[config.mk]
export PLATFORM = sky130hd
export DESIGN_NAME = sepia_frame_ctrl
export DESIGN_NICKNAME = d
export VERILOG_FILES = /design/src/rtl/sepia_pkg.sv /design/src/rtl/sepia_addr_gen.sv /design/src/rtl/sepia_frame_ctrl.sv
export SDC_FILE = /design/constraint.sdc
export NUM_CORES = 1
export LEC_CHECK = 0
export BUFFER_PORTS_ARGS = -buffer_cell sky130_fd_sc_hd__clkbuf_2
export CAP_MARGIN = 20
export CORE_UTILIZATION = 37
export CTS_CLUSTER_DIAMETER = 100
export DETAILED_ROUTE_END_ITERATION = 16
export PLACE_DENSITY_LB_ADDON = 0.2
export SLEW_MARGIN = 30
export SYNTH_ARGS = -nofsm -noshare
export SYNTH_HDL_FRONTEND = slang
export SYNTH_SLANG_ARGS = --single-unit
[constraint.sdc]
create_clock -name clk -period 4 [get_ports clk]
set_input_delay 0.4 -clock clk [delete_from_list [all_inputs] [get_ports clk]]
set_output_delay 0.4 -clock clk [all_outputs]
set_load 0.1 [all_outputs]
[src/rtl/sepia_pkg.sv]
// Shared types for the sepia frame sequencer: FSM state codes, pixel structs
// and the 9-to-8 bit saturation helper.
package sepia_pkg;

  typedef logic [3:0] state_t;

  localparam state_t ST_IDLE  = 4'd0;
  localparam state_t ST_RD_R  = 4'd1;
  localparam state_t ST_RD_G  = 4'd2;
  localparam state_t ST_RD_B  = 4'd3;
  localparam state_t ST_CAP_B = 4'd4;
  localparam state_t ST_SEND  = 4'd5;
  localparam state_t ST_WAIT  = 4'd6;
  localparam state_t ST_WR_R  = 4'd7;
  localparam state_t ST_WR_G  = 4'd8;
  localparam state_t ST_WR_B  = 4'd9;
  localparam state_t ST_DONE  = 4'd10;

  typedef struct packed {
    logic [7:0] r;
    logic [7:0] g;
    logic [7:0] b;
  } pix8_t;

  typedef struct packed {
    logic [8:0] r;
    logic [8:0] g;
    logic [8:0] b;
  } pix9_t;

  function automatic logic [7:0] sat8(input logic [8:0] v);
    return v[8] ? 8'hFF : v[7:0];
  endfunction

endpackage

[src/rtl/sepia_addr_gen.sv]
// Row/column walker for the frame scan; produces the word address of the
// current pixel's R component (rows are stored bottom-up) and a last-pixel flag.
module sepia_addr_gen
  import sepia_pkg::*;
#(
  parameter int HEIGHT = 512,
  parameter int WIDTH  = 768,
  parameter int ADDR_W = 21
) (
  input  logic              clk,
  input  logic              rst_n,
  input  logic              next_i,
  output logic [ADDR_W-1:0] base_o,
  output logic              last_o
);

  localparam int RW = (HEIGHT > 1) ? $clog2(HEIGHT) : 1;
  localparam int CW = (WIDTH > 1) ? $clog2(WIDTH) : 1;

  logic [RW-1:0] row_q, row_d;
  logic [CW-1:0] col_q, col_d;
  logic          row_last, col_last;

  assign row_last = (row_q == RW'(HEIGHT - 1));
  assign col_last = (col_q == CW'(WIDTH - 1));
  assign last_o   = row_last && col_last;

  // After the last pixel both counters wrap to zero, ready for the next frame.
  always_comb begin
    row_d = row_q;
    col_d = col_q;
    if (next_i) begin
      if (col_last) begin
        col_d = '0;
        row_d = row_last ? '0 : row_q + 1'b1;
      end else begin
        col_d = col_q + 1'b1;
      end
    end
  end

  assign base_o = (ADDR_W'(HEIGHT - 1) - ADDR_W'(row_q)) * ADDR_W'(3 * WIDTH)
                + ADDR_W'(col_q) * ADDR_W'(3);

  always_ff @(posedge clk or negedge rst_n) begin
    if (!rst_n) begin
      row_q <= '0;
      col_q <= '0;
    end else begin
      row_q <= row_d;
      col_q <= col_d;
    end
  end

endmodule

[src/rtl/sepia_frame_ctrl.sv]
// Frame sequencer: reads each pixel's R/G/B words, hands the pixel to the sepia
// filter, saturates the results and writes them back in place.
module sepia_frame_ctrl
  import sepia_pkg::*;
#(
  parameter int HEIGHT = 512,
  parameter int WIDTH  = 768,
  parameter int ADDR_W = 21
) (
  input  logic              clk,
  input  logic              rst_n,
  input  logic              start,
  output logic              busy,
  output logic              done,
  output logic              err,
  output logic              mem_en,
  output logic              mem_we,
  output logic [ADDR_W-1:0] mem_addr,
  output logic [7:0]        mem_wdata,
  input  logic [7:0]        mem_rdata,
  output logic              flt_in_valid,
  input  logic              flt_in_ready,
  output logic [7:0]        flt_in_r,
  output logic [7:0]        flt_in_g,
  output logic [7:0]        flt_in_b,
  input  logic              flt_out_valid,
  input  logic [8:0]        flt_out_r,
  input  logic [8:0]        flt_out_g,
  input  logic [8:0]        flt_out_b,
  output logic [3:0]        dbg_state
);

  state_t            state_q, state_d;
  pix8_t             pix_q, pix_d;
  pix9_t             res_q, res_d;
  logic              last_q, last_d;
  logic              busy_q, busy_d, done_q, done_d, err_q, err_d;
  logic              en_q, en_d, we_q, we_d, vld_q, vld_d;
  logic [ADDR_W-1:0] addr_q, addr_d;
  logic [7:0]        wdata_q, wdata_d;
  logic              adv, pix_last;
  logic [ADDR_W-1:0] base;

  sepia_addr_gen #(.HEIGHT(HEIGHT), .WIDTH(WIDTH), .ADDR_W(ADDR_W)) u_addr (
    .clk    (clk),
    .rst_n  (rst_n),
    .next_i (adv),
    .base_o (base),
    .last_o (pix_last)
  );

  // The counter advances in WR_G so the next pixel's base is ready when WR_B
  // computes the following RD_R address; last_q remembers the pixel just written.
  always_comb begin
    state_d = state_q;
    pix_d   = pix_q;
    res_d   = res_q;
    last_d  = last_q;
    err_d   = err_q;
    adv     = 1'b0;
    case (state_q)
      ST_IDLE:  if (start) state_d = ST_RD_R;
      ST_RD_R:  state_d = ST_RD_G;
      ST_RD_G:  begin pix_d.r = mem_rdata; state_d = ST_RD_B;  end
      ST_RD_B:  begin pix_d.g = mem_rdata; state_d = ST_CAP_B; end
      ST_CAP_B: begin pix_d.b = mem_rdata; state_d = ST_SEND;  end
      ST_SEND:  if (flt_in_ready) state_d = ST_WAIT;
      ST_WAIT: begin
        if (flt_out_valid) begin
          res_d   = '{r: flt_out_r, g: flt_out_g, b: flt_out_b};
          state_d = ST_WR_R;
        end
      end
      ST_WR_R:  state_d = ST_WR_G;
      ST_WR_G:  begin adv = 1'b1; last_d = pix_last; state_d = ST_WR_B; end
      ST_WR_B:  state_d = last_q ? ST_DONE : ST_RD_R;
      ST_DONE:  state_d = ST_IDLE;
      default:  state_d = ST_IDLE;
    endcase

    if (flt_out_valid && (state_q != ST_WAIT)) err_d = 1'b1;
    if ((state_q == ST_IDLE) && start) err_d = 1'b0;

    // Outputs are derived from the next state so they register in step with it.
    busy_d = (state_d != ST_IDLE) && (state_d != ST_DONE);
    done_d = (state_d == ST_DONE);
    vld_d  = (state_d == ST_SEND);
    we_d   = (state_d == ST_WR_R) || (state_d == ST_WR_G) || (state_d == ST_WR_B);
    en_d   = we_d || (state_d == ST_RD_R) || (state_d == ST_RD_G) || (state_d == ST_RD_B);

    addr_d  = addr_q;
    wdata_d = wdata_q;
    case (state_d)
      ST_RD_R:          addr_d = base;
      ST_RD_G, ST_RD_B: addr_d = addr_q + 1'b1;
      ST_WR_R: begin addr_d = base;          wdata_d = sat8(res_d.r); end
      ST_WR_G: begin addr_d = addr_q + 1'b1; wdata_d = sat8(res_d.g); end
      ST_WR_B: begin addr_d = addr_q + 1'b1; wdata_d = sat8(res_d.b); end
      default: ;
    endcase
  end

  always_ff @(posedge clk or negedge rst_n) begin
    if (!rst_n) begin
      state_q <= ST_IDLE;
      pix_q   <= '0;
      res_q   <= '0;
      last_q  <= 1'b0;
      busy_q  <= 1'b0;
      done_q  <= 1'b0;
      err_q   <= 1'b0;
      en_q    <= 1'b0;
      we_q    <= 1'b0;
      vld_q   <= 1'b0;
      addr_q  <= '0;
      wdata_q <= '0;
    end else begin
      state_q <= state_d;
      pix_q   <= pix_d;
      res_q   <= res_d;
      last_q  <= last_d;
      busy_q  <= busy_d;
      done_q  <= done_d;
      err_q   <= err_d;
      en_q    <= en_d;
      we_q    <= we_d;
      vld_q   <= vld_d;
      addr_q  <= addr_d;
      wdata_q <= wdata_d;
    end
  end

  assign busy         = busy_q;
  assign done         = done_q;
  assign err          = err_q;
  assign mem_en       = en_q;
  assign mem_we       = we_q;
  assign mem_addr     = addr_q;
  assign mem_wdata    = wdata_q;
  assign flt_in_valid = vld_q;
  assign flt_in_r     = pix_q.r;
  assign flt_in_g     = pix_q.g;
  assign flt_in_b     = pix_q.b;
  assign dbg_state    = state_q;

endmodule

# Word level (Yosys, flattened, before mapping)
# Cells that the tools add are included.
# classes
n_addsub	5
mul	2
n_div	0
order_cmp	0
eq_ne	21
shift	0
n_mux	17
bitwise_logic	0
reduce_logical	17
# op_table
operator	count
$mux W27	2
$pmux W21 S2	1
$pmux W4 S10	1
$eq A4 B3 Y1 const B	6
$mux W8	3
$pmux W8 S3	1
$add A21 B1 Y21 const B	1
$add A21 B12 Y21	1
$mul A21 B4 Y13 const B	1
$eq A4 B4 Y1 const B	5
$eq A4 B2 Y1 const B	4
$mux W4	4
$mul A10 B2 Y12 const B	1
$add A10 B1 Y10 const B	1
$eq A10 B10 Y1 const B	1
$mux W10	1
$sub A9 B9 Y10 const A	1
$add A9 B1 Y9 const B	1
$eq A9 B9 Y1 const B	1
$mux W9	1
$eq A4 B1 Y1 const B	2
$logic_or A1 B1 Y1	5
$logic_and A1 B1 Y1	4
$logic_not A4 Y1	1
other kinds (9)	12
# word_totals
ff_bits	110
latchBits	0
ram_bits	0
mem_bits_ro	0
input_bits	40
output_inout_bits	63
wordCells	80
mem_count	0

# Longest topological paths before layout
# Gate-level depths: netlist (run 1).
# logic_depth
ltp_word	8
depth_mapped	11
ltp_nobuf	11

# By module
# A second synthesis (run 1) with hierarchy kept.
# unflattened
cells_unflattened	678
hier_area_um2	6343.6
# by_module_without_submodules
mod	n_inst	cells_each	area_each_um2
sepia_frame_ctrl	1	429	4225.3
sepia_addr_gen	1	249	2118.3

# Least setup slack after synthesis (run 1)
# Ideal clock, no wire load.
# synth_timing
path_kind	reg-to-reg
startpoint	register u_addr.row_q[1]
endpoint	register addr_q[20] (netlist: mem_addr[20])
setup_ps	94
arrival_time_ps	3102
required_time_ps	3906
slack_ps	804
stages_incl_launch_ff	12
period_less_slack_ps	3196
cell_sequence	dfrtp_1 inv_1 ha_1 ha_1 fa_1 a211oi_2 nor2_1 xor2_1 a311oi_2 or3_4 or3_1 a221oi_2
# synth_via
elab_chain_cells	4
# synth_lines
item	line	rtl
start, declared	sepia_addr_gen.sv:20	logic [RW-1:0] row_q, row_d;
start signal, assigned	sepia_addr_gen.sv:50	row_q <= row_d;
$sub A9 B9 Y10	sepia_addr_gen.sv:42	assign base_o = (ADDR_W'(HEIGHT - 1) - ADDR_W'(row_q)) * ADDR_W'(3 * WIDTH)
$mul A21 B4 Y13	sepia_addr_gen.sv:42	
$add A21 B12 Y21	sepia_addr_gen.sv:43	+ ADDR_W'(col_q) * ADDR_W'(3);
$pmux W21 S2	sepia_frame_ctrl.sv:93	case (state_d)
end signal, assigned	sepia_frame_ctrl.sv:128	addr_q <= addr_d;
end, declared	sepia_frame_ctrl.sv:39	logic [ADDR_W-1:0] addr_q, addr_d;
# No other way between the ends.
# A chain may end at the register's enable or synchronous reset.

# Final worst setup path (run 1)
# Same ends and word-level chain as after synthesis.

==> metrics.cfg, run 1 <==
[outcome]
outcome = finished clean

[timing]
worst_pin_slew_ns = 0.824
setup_tns_ns = 0
post-route-min-period_ns = 3.44
max_clock_freq_mhz = 290
slew_violations = 0
finalSetupViolCount = 0
max_slew_margin_pct = 44.8
rsz0062_at_grt = false
hold_viol = 0
hold_slack_ns = 0.0580
fin_crit_sh_pct = 86.1
fin_skew_ns = 0.0106

[cts]
cts_root_buffer = clkbuf_16
tritoncts = built
clock_latency_ns = 0.36
numCtsBuffers = 9
ctsHoldBuffers = 0
clkSinkCount = 101
post-cts-setup-buffers = 0
cts_resized = 0
clockBufferDepth = 2
cts.htree.levels = 3
cts.clk_slew.worst_paths_ns = 0.08

[die]
core_area_mm2 = 0.0158
dieArea_mm2 = 0.0166
die_w_um = 129
die_h_um = 129
start_util_pct = 37.7
rows = 46
io_pins = 103

[routing]
wl_per_cell_um = 16.1
drt_iter0_drc = 293
postRouteAntennaNets = 0
wl_um = 14700
num_vias = 4889
drc = 0
via_per_inst = 5.35
drt-pass1-iter-count = 5

[job]
drv_cap = 0

[synth]
syn_inst = 592
synth.avg_cell_area_um2 = 10.1
synth_top_area_share_pct = 42.4
synth_edf_count = 0
synth_cell_types = 69
netlist_area_mm2 = 0.00596
synth-seq-cells = 101
synth_area_leader_cell = dfrtp_1
synth_ff_type = dfrtp_1
synth_fp_nets = 671
yosys-top-cells-area = dfrtp_1 42%, mux2_2 8.3%, ha_1 7.3%
ys_seq_area_share_pct = 42.4
async_flop_share_pct = 100
yosysWarnings = 0

[placed_design]
hpwl_um = 10700
numPortBuffers = 102
gp_congestion = 0.844
placed_area_mm2 = 0.00672

[finish]
drive_gt1_share_pct = 27.5
n_antenna_cell = 0
area_growth_pct = 18.2
fin_nets = 771
layout_common_cells = 101 x dfrtp_1, 101 x clkbuf_2, 50 x nor2_1, 44 x mux2_2, 37 x nand2_1
fin_area_mm2 = 0.00705
final_util_pct = 44.5

[setup_path]
reg2reg_from = u_addr.row_q[1]$_DFFE_PN0P_
start_kind = flop
cp_max_fo = 5
reg2reg_to = mem_addr[20]$_DFFE_PN0P_
critPathRequiredTime_ns = 4.27
cp.arrival_ns = 3.71
worstSetupPathType = reg -> reg
r2r_cells = 11
end_kind = flop
r2r_slack_ns = 0.56

[global_route]
antenna_found_initial = 0
grt_overflow_total = 0
grt_pass1_vias = 4892
grt_max_degree = 46
grt_pass1_wl_um = 24200
track_usage_pct = 18.6

[min_path]
hold_class = in -> async

[registers in the layout, indices dropped and copies added, names as in the netlist, 4 cells and up]
| signal | flops |
|---|---|
| mem_wdata | 8 |
| u_addr.row_q | 9 |
| flt_in_b | 8 |
| dbg_state | 4 |
| res_q | 18 |
| u_addr.col_q | 10 |
| mem_addr | 21 |
| flt_in_r | 8 |
| flt_in_g | 8 |
[cell families (layout without fill, tap and decap cells)]
logic type	count (synthesis)	in the layout	synth area share, %
AOI/OAI and AO/OA	169	169	19.2
DFF	101	101	42.4
buffers and inverters	44	149	3.23
xor gates and xnor gates	23	23	3.50
adders and majority gates	39	39	8.69
muxes	48	48	9.00
and+or+nand+nor	168	168	14.0
[worst max-delay path, stage by stage (launching register included)]
cell	delay, ns
dfrtp_1	0.41
inv_1	0.10
ha_1	0.30
ha_1	0.24
fa_1	0.44
a211oi_2	0.36
nor2_1	0.12
xor2_1	0.29
a311oi_2	0.15
or3_4	0.35
or3_1	0.33
a221oi_2	0.26
[metal layers]
metal / wire length [µm] / global-route usage (%)
met5: 0 / 0
met4: 180 / 6.16
met3: 480 / 3.37
met2: 7390 / 32.4
met1: 6620 / 23.1
[metrics by stage]
stage               worst slack, ns  std cells
finish                        0.556        913
global route                  0.300        913
CTS                           0.556        913
detailed placement            0.579        897
global placement              0.665        897
floorplan                     0.804        592
[Yosys cell counts, types with 6 or more instances]
library cell / count
o21a_1: 10
nand3_1: 18
nand2b_1: 9
dfrtp_1: 101
o21ai_1: 9
clkbuf_1: 12
xnor2_1: 13
buf_2: 7
a211oi_1: 7
mux2_2: 44
o31ai_1: 6
ha_1: 35
o21ba_2: 8
nand2_1: 37
inv_1: 19
o211ai_1: 6
a21o_1: 6
a31oi_1: 7
o32a_1: 8
and3_1: 11
o21ai_0: 35
nor2_1: 50
o22ai_1: 8
xor2_1: 9
nor3_1: 12
a21oi_1: 36
[worst max path at each step]
| stage | slack, ns | startpoint | cells after the start | to |
|---|---|---|---|---|
| 6_report | 0.56 | u_addr.row_q[1]$_DFFE_PN0P_ | 11 | mem_addr[20]$_DFFE_PN0P_ |
| 5_1_grt | 0.30 | u_addr.row_q[1]$_DFFE_PN0P_ | 11 | mem_addr[20]$_DFFE_PN0P_ |
| 4_1_cts | 0.56 | u_addr.row_q[1]$_DFFE_PN0P_ | 11 | mem_addr[20]$_DFFE_PN0P_ |
| 3_5_place_dp | 0.58 | u_addr.row_q[1]$_DFFE_PN0P_ | 11 | mem_addr[20]$_DFFE_PN0P_ |
| 3_3_place_gp | 0.66 | u_addr.row_q[1]$_DFFE_PN0P_ | 11 | mem_addr[20]$_DFFE_PN0P_ |
| 2_1_floorplan | 0.80 | u_addr.row_q[1]$_DFFE_PN0P_ | 11 | mem_addr[20]$_DFFE_PN0P_ |
[area by class of cell]
cell class | count | area, µm²
Clock buffer | 9 | 225
Clock inverter | 7 | 101
Fill cell | 1549 | 8780
Inverter | 22 | 83.8
Multi-Input combinational cell | 447 | 3260
Sequential cell | 101 | 2530
Tap cell | 216 | 270
Timing Repair Buffer | 111 | 581
Power of run 1 is not shown: default switching activity piles up to over one toggle a cycle in this logic, so the estimate is an artifact.
==> run 2, diff against run 1 <==
--- a/config.mk
+++ b/config.mk
@@ -10,7 +10,7 @@
 export CORE_UTILIZATION = 37
 export CTS_CLUSTER_DIAMETER = 100
 export DETAILED_ROUTE_END_ITERATION = 16
-export PLACE_DENSITY_LB_ADDON = 0.2
+export PLACE_DENSITY = 0.57
 export SLEW_MARGIN = 30
 export SYNTH_ARGS = -nofsm -noshare
 export SYNTH_HDL_FRONTEND = slang
==> run 2 against run 1 <==
Critical path depth unchanged. Register-to-register slack about the same. Highest routed layer unchanged. Setup slack worse by 0.0095 ns. Global-route usage down 0.44 points.
==> metrics.cfg, run 2 (synthesis results as in run 1) <==
[outcome]
outcome = finished clean

[placed_design]
hpwl_um = 10400
numPortBuffers = 102
gp_congestion = 0.841

[timing]
worst_pin_slew_ns = 0.881
max_clock_freq_mhz = 290
rsz0062_at_grt = false
hold_viol = 0
max_slew_margin_pct = 40.9
slew_violations = 0
post-route-min-period_ns = 3.45
setup_tns_ns = 0
fin_skew_ns = 0.0105
fin_crit_sh_pct = 86.3
finalSetupViolCount = 0

[cts]
clock_latency_ns = 0.36
clkSinkCount = 101
numCtsBuffers = 9
tritoncts = built
cts.clk_slew.worst_paths_ns = 0.07
cts_root_buffer = clkbuf_16
cts_resized = 0
ctsHoldBuffers = 0
clockBufferDepth = 2
post-cts-setup-buffers = 0
cts.htree.levels = 3

[routing]
wl_per_cell_um = 15.6
wl_um = 14200
drt_iter0_drc = 190
drt-pass1-iter-count = 4
via_per_inst = 5.34
drc = 0
num_vias = 4867
postRouteAntennaNets = 0

[setup_path]
slowest_delay_ns = 0.45
end_kind = flop
cp.arrival_ns = 3.72
cpMaxStageDelayCell = fa_1
cp_max_fo = 5
cp_top_family = adder cells
cp_common_cell = ha_1
path_buf_inv = 1
worstSetupPathType = reg -> reg
critPathRequiredTime_ns = 4.27
path_cells = inv_1 -> ha_1 -> ha_1 -> fa_1 -> a211oi_2 -> nor2_1 -> xor2_1 -> a311oi_2 -> or3_4 -> or3_1 -> a221oi_2
start_kind = flop

[finish]
fin_nets = 770
largest_register_ffs = 21
n_antenna_cell = 0
drive_gt1_share_pct = 27.4
layout_common_cells = 101 x dfrtp_1, 101 x clkbuf_2, 50 x nor2_1, 44 x mux2_2, 37 x nand2_1
area_growth_pct = 18.4

[global_route]
grt_pass1_wl_um = 23800
grt_overflow_total = 0
track_usage_pct = 18.1
grt_max_degree = 70
antenna_found_initial = 0
grt_pass1_vias = 4869

[die]
start_util_pct = 37.7
core_area_mm2 = 0.0158
rows = 46
dieArea_mm2 = 0.0166
die_w_um = 129
die_h_um = 129
io_pins = 103

[min_path]
hold_class = in -> async

[job]
drv_cap = 0

[run 2: metrics by stage]
| stage | cell area, µm² | cells | hold WS (ns) | utilization (%) | worst slack, ns |
|---|---|---|---|---|---|
| after floorplan | 5960 | 592 | 0.104 | - | 0.804 |
| after global placement | 6700 | 896 | 0.480 | 42.3 | 0.636 |
| after detailed placement | 6710 | 896 | 0.485 | 42.4 | 0.550 |
| after CTS | 7050 | 912 | 0.194 | 44.6 | 0.529 |
| after global routing | 7060 | 912 | 0.0848 | 44.6 | 0.356 |
| final | 7060 | 912 | 0.0180 | 44.6 | 0.547 |
[run 2: layout make-up]
cell class                 count  area [µm²]
fill                        1573        8770
multi-input combinational    447        3260
sequential                   101        2530
timing repair buffer         110         577
tap                          216         270
clock buffer                   9         225
clock inverter                 7         116
inverter                      22        83.8
[run 2: worst paths after layout]
| path | from | to | slack, ns | cells after the start |
|---|---|---|---|---|
| setup / recovery | u_addr.row_q[1]$_DFFE_PN0P_ | mem_addr[20]$_DFFE_PN0P_ | 0.55 | 11 |
| hold / removal | rst_n | res_q[16]$_DFF_PN0_ | 0.02 | 1 |
| setup reg to reg | u_addr.row_q[1]$_DFFE_PN0P_ | mem_addr[20]$_DFFE_PN0P_ | 0.55 | 11 |
| hold reg to reg | res_q[16]$_DFF_PN0_ | res_q[16]$_DFF_PN0_ | 0.50 | 1 |
| max in group asynchronous | rst_n | done$_DFF_PN0_ | 3.03 | 2 |
| min in group clk | start | err$_DFFE_PN0P_ | 0.23 | 2 |
[run 2: per-layer routing]
| layer | wire length (µm) | track usage, % | vias up |
|---|---|---|---|
| met5 | 0 | 0 | - |
| met4 | 202 | 6.44 | 0 |
| met3 | 432 | 3.33 | 14 |
| met2 | 6960 | 30.7 | 79 |
| met1 | 6610 | 23.1 | 2415 |
| li1 | - | - | 2359 |
Power of run 2 is left out for the same reason.
